===== config.mk =====
export PLATFORM = sky130hd
export DESIGN_NAME = serial_adder_ctrl
export DESIGN_NICKNAME = d
export VERILOG_FILES = /design/src/rtl/serial_adder_ctrl.sv
export SDC_FILE = /design/constraint.sdc
export NUM_CORES = 1
export LEC_CHECK = 0
export CAP_MARGIN = 10
export CORE_ASPECT_RATIO = 0.9
export CORE_UTILIZATION = 45
export DETAILED_ROUTE_END_ITERATION = 12
export GPL_ROUTABILITY_DRIVEN = 0
export PLACE_DENSITY = 0.75
export SLEW_MARGIN = 0
export SYNTH_ARGS = -nofsm -noshare
export SYNTH_HDL_FRONTEND = slang
export SYNTH_SLANG_ARGS = --single-unit

===== constraint.sdc =====
create_clock -name clk -period 2.15 [get_ports clk]
set_input_delay 0.5375 -clock clk [delete_from_list [all_inputs] [get_ports clk]]
set_output_delay 0.5375 -clock clk [all_outputs]
set_load 0.005 [all_outputs]

===== src/rtl/serial_adder_ctrl.sv =====
// Bit-serial add controller: walks two parallel operands LSB-first through an
// external single-bit full-adder slice over a req/done handshake.
module serial_adder_ctrl #(
  parameter int WIDTH = 8
) (
  input  logic             clk,
  input  logic             rst_n,
  input  logic             start,
  input  logic [WIDTH-1:0] op_a,
  input  logic [WIDTH-1:0] op_b,
  input  logic             cin,
  output logic             busy,
  output logic             done,
  output logic [WIDTH-1:0] result,
  output logic             cout,
  output logic             fa_req,
  output logic             fa_a,
  output logic             fa_b,
  output logic             fa_cin,
  input  logic             fa_sum,
  input  logic             fa_cout,
  input  logic             fa_done
);

  localparam int IDX_W = $clog2(WIDTH);

  typedef enum logic [1:0] {
    S_IDLE,
    S_REQ,
    S_GAP,
    S_FIN
  } state_t;

  state_t             state_q;
  logic [WIDTH-1:0]   a_q;
  logic [WIDTH-1:0]   b_q;
  logic [WIDTH-1:0]   sum_q;
  logic [IDX_W-1:0]   idx_q;
  logic [IDX_W-1:0]   idx_d;
  logic               carry_q;
  logic               cout_q;
  logic               busy_q;
  logic               done_q;
  logic               fa_req_q;
  logic               fa_a_q;
  logic               fa_b_q;
  logic               fa_cin_q;
  logic               last_bit;

  assign idx_d    = idx_q + IDX_W'(1);
  assign last_bit = (idx_q == IDX_W'(WIDTH - 1));

  // Slice-facing outputs are registered so a combinational fa_done never loops back.
  always_ff @(posedge clk) begin
    if (!rst_n) begin
      state_q  <= S_IDLE;
      idx_q    <= '0;
      carry_q  <= 1'b0;
      sum_q    <= '0;
      cout_q   <= 1'b0;
      busy_q   <= 1'b0;
      done_q   <= 1'b0;
      fa_req_q <= 1'b0;
      fa_a_q   <= 1'b0;
      fa_b_q   <= 1'b0;
      fa_cin_q <= 1'b0;
    end else begin
      done_q <= 1'b0;
      case (state_q)
        S_IDLE: begin
          if (start) begin
            a_q      <= op_a;
            b_q      <= op_b;
            carry_q  <= cin;
            idx_q    <= '0;
            sum_q    <= '0;
            cout_q   <= 1'b0;
            busy_q   <= 1'b1;
            fa_req_q <= 1'b1;
            fa_a_q   <= op_a[0];
            fa_b_q   <= op_b[0];
            fa_cin_q <= cin;
            state_q  <= S_REQ;
          end
        end
        S_REQ: begin
          if (fa_done) begin
            sum_q[idx_q] <= fa_sum;
            carry_q      <= fa_cout;
            fa_req_q     <= 1'b0;
            fa_a_q       <= 1'b0;
            fa_b_q       <= 1'b0;
            fa_cin_q     <= 1'b0;
            if (last_bit) begin
              cout_q  <= fa_cout;
              done_q  <= 1'b1;
              state_q <= S_FIN;
            end else begin
              idx_q   <= idx_d;
              state_q <= S_GAP;
            end
          end
        end
        // Return-to-zero cycle so the slice always sees a fresh request edge.
        S_GAP: begin
          fa_req_q <= 1'b1;
          fa_a_q   <= a_q[idx_q];
          fa_b_q   <= b_q[idx_q];
          fa_cin_q <= carry_q;
          state_q  <= S_REQ;
        end
        S_FIN: begin
          busy_q  <= 1'b0;
          state_q <= S_IDLE;
        end
        default: state_q <= S_IDLE;
      endcase
    end
  end

  assign busy   = busy_q;
  assign done   = done_q;
  assign result = sum_q;
  assign cout   = cout_q;
  assign fa_req = fa_req_q;
  assign fa_a   = fa_a_q;
  assign fa_b   = fa_b_q;
  assign fa_cin = fa_cin_q;

endmodule


==> results of run 1 <==
-- final cells by class --
type / instances / area, sq um / share of cell area (%)
timing repair buffer: 43 / 415 / 18.2
multi-input combinational: 108 / 752 / 33.0
clock buffer: 5 / 68.8 / 3.02
tap: 46 / 57.6 / 2.53
clock inverter: 3 / 65.1 / 2.86
sequential: 37 / 901 / 39.5
inverter: 5 / 18.8 / 0.824
-- synthesized netlist by cell type (2+ instances only) --
library cell / count / share of area, %
dfxtp_1: 21 / 24
edfxtp_1: 16 / 28
nand2_1: 14 / 3.0
o21ai_0: 13 / 3.7
nor2_1: 12 / 2.6
a21oi_1: 9 / 2.6
a21boi_0: 8 / 3.4
ha_1: 7 / 5.0
buf_6: 5 / 3.2
inv_1: 5 / 1.1
mux2i_1: 5 / 2.9
mux4_2: 4 / 5.2
nor2b_1: 4 / 1.4
nand2b_1: 3 / 1.1
nand3_1: 3 / 0.86
nor3_1: 3 / 0.86
a211oi_1: 2 / 0.86
a22oi_1: 2 / 0.86
a311oi_1: 2 / 1.0
and2b_1: 2 / 0.86
buf_2: 2 / 0.57
nor4_1: 2 / 0.72
o21a_1: 2 / 0.86
o22ai_1: 2 / 0.72
-- logic make-up after synthesis --
family                     Yosys count  synth area share [%]
buffers and inverters               13                  5.10
adders and majority gates            7                  5.03
and+or+nand+nor                     49                  14.4
AOI/OAI and AO/OA                   42                  15.0
DFF                                 37                  51.7
muxes                               10                  8.69
-- where the power goes --
| group | internal (mW) | switching (mW) | leakage, nW | total, mW |
|---|---|---|---|---|
| Combinational | 0.164 | 0.159 | 0.433 | 0.323 |
| Sequential | 0.779 | 0.0216 | 0.319 | 0.801 |
| Clock | 0.461 | 0.248 | 0.0681 | 0.709 |
-- state kept, by name, indices dropped and copies added (netlist names) --
signal	cells
state_q	2
fa_b	1
done	1
fa_req	1
carry_q	1
a_q	8
b_q	8
busy	1
result	8
idx_q	3
fa_cin	1
fa_a	1
cout	1
-- routing by layer --
layer | wire, um | global-route usage, %
met2 | 1650 | 29.4
met4 | 47 | 6.99
met5 | 0 | 0
met3 | 276 | 7.78
met1 | 1490 | 25.6
-- cells in the final DEF (no fill, tap or decap), types with 3 or more instances in the layout --
cell / instances
a21boi_0: 8
a21oi_1: 9
buf_4: 6
clkbuf_8: 5
clkdlybuf4s50_1: 37
dfxtp_1: 21
edfxtp_1: 16
ha_1: 7
inv_1: 5
mux2i_1: 5
mux4_2: 4
nand2_1: 14
nand2b_1: 3
nand3_1: 3
nor2_1: 12
nor2b_1: 4
nor3_1: 3
o21ai_0: 13
-- stage by stage --
step | hold slack, ps | instance area, sq um
final | 476 | 2280
after CTS | 484 | 2280
after global routing | 500 | 2280
after detailed placement | 476 | 2140
after floorplan | 466 | 1740
after global placement | 457 | 2140
-- critical path: stages (launching register included) --
cell and delay (ps):
dfxtp_1 350, inv_1 110, ha_1 290, buf_4 240
nand3_1 160, nor3_1 390, nand2_1 90, a21oi_1 150
-- worst paths after layout --
kind | startpoint | to | slack, ps | cells after the start
min reg2reg | result[4] | result[4] | 480 | 2
max reg2reg | state_q[1] | result[2] | 300 | 7
min | result[4] | result[4] | 480 | 2
max | state_q[1] | result[2] | 300 | 7
==> flow_summary.ini, run 1 <==
[logic_synthesis]
yosys_warnings = 0
syn_inst = 158
ys.flop_type = dfxtp_1
avgSynthCellArea_sq_um = 11.0
synthDistinctLibCells = 34
synth_enable_flop_cells = 16
synthArstFlopShare_pct = 0
synth.net_count = 188
synth-seq-cells = 37
yosysSeqAreaShare_pct = 51.7
synth_area_sq_um = 1740

[setup_path]
path_class = register to register
cp_data_required_time_ps = 2370
cp-start-kind = register
end_kind = register
path_max_fanout = 15
arrival_ps = 2070

[die]
die_x_um = 67.6
core_sq_um = 3700
die_h_um = 61.0
die_area_sq_um = 4120
rows = 21
ios = 38
initial_core_util_pct = 47.0

[route]
drcViolationCount = 0
avgRoutedWirePerCell_um = 14.0
viasPerCell = 5.42
routed_wl_um = 3460
drtIter0Drc = 120
num_vias = 1339
drtAntennaViolNets = 0
first_pass_iters = 4

[cts]
cts-htree-levels = 2
post_cts_buffers = 0
clock_sinks = 37
clk_path_buf_depth = 2
clk_pin_slew_ps = 70
clock_latency_ps = 290
cts_made_buffers = 5
cts_resized = 0
hold_buffers = 0
cts_root_buffer = clkbuf_8
cts_tree = yes

[sta]
tightest_slew_ps = 438
hold_viol = 0
rsz0062_at_grt = no
finalClockSkew_ps = 3.48
slew_viol_final = 0
setup_viol = 0
period_share_pct = 86.0
worst_slack_ps = 300
clock.fmax_ghz = 0.541
slew-limit-headroom_pct = 70.5
layout_min_cycle_time_ps = 1850
finalSetupTns_ps = 0

[place]
portBuffers = 37
dp_worst_setup_slack_ps = 120
dp_hpwl_um = 2500
dp.cells = 239

[hold_path]
hold_path_class = register to register

[global_routing]
grt_pass1_wl_um = 5800
antenna_found_initial = 0
track_usage_pct = 19.6
grt_max_degree = 17
overflow = 0
grt_pass1_vias = 1246

[final_layout]
fin_cells = 247
area_growth_pct = 30.8
drive_gt1_share_pct = 10.9
fillers = 291
final_net_count = 230
utilization_pct = 61.5
n_antenna_cell = 0

[power_and_ir_drop]
powerDensity_nw_per_um2 = 804
ir_drop_uv = 403
p_leak_nw = 0.820
p_total_mw = 1.83

[job]
max_cap_violations = 0

[run_status]
status = finished clean
Power figures use the tool's default switching activity.
==> run 2, diff against run 1 <==
CAP_MARGIN = 20   (was 10)
==> results of run 2 <==
The final DEF is identical to that of run 1; final timing and power are the same.
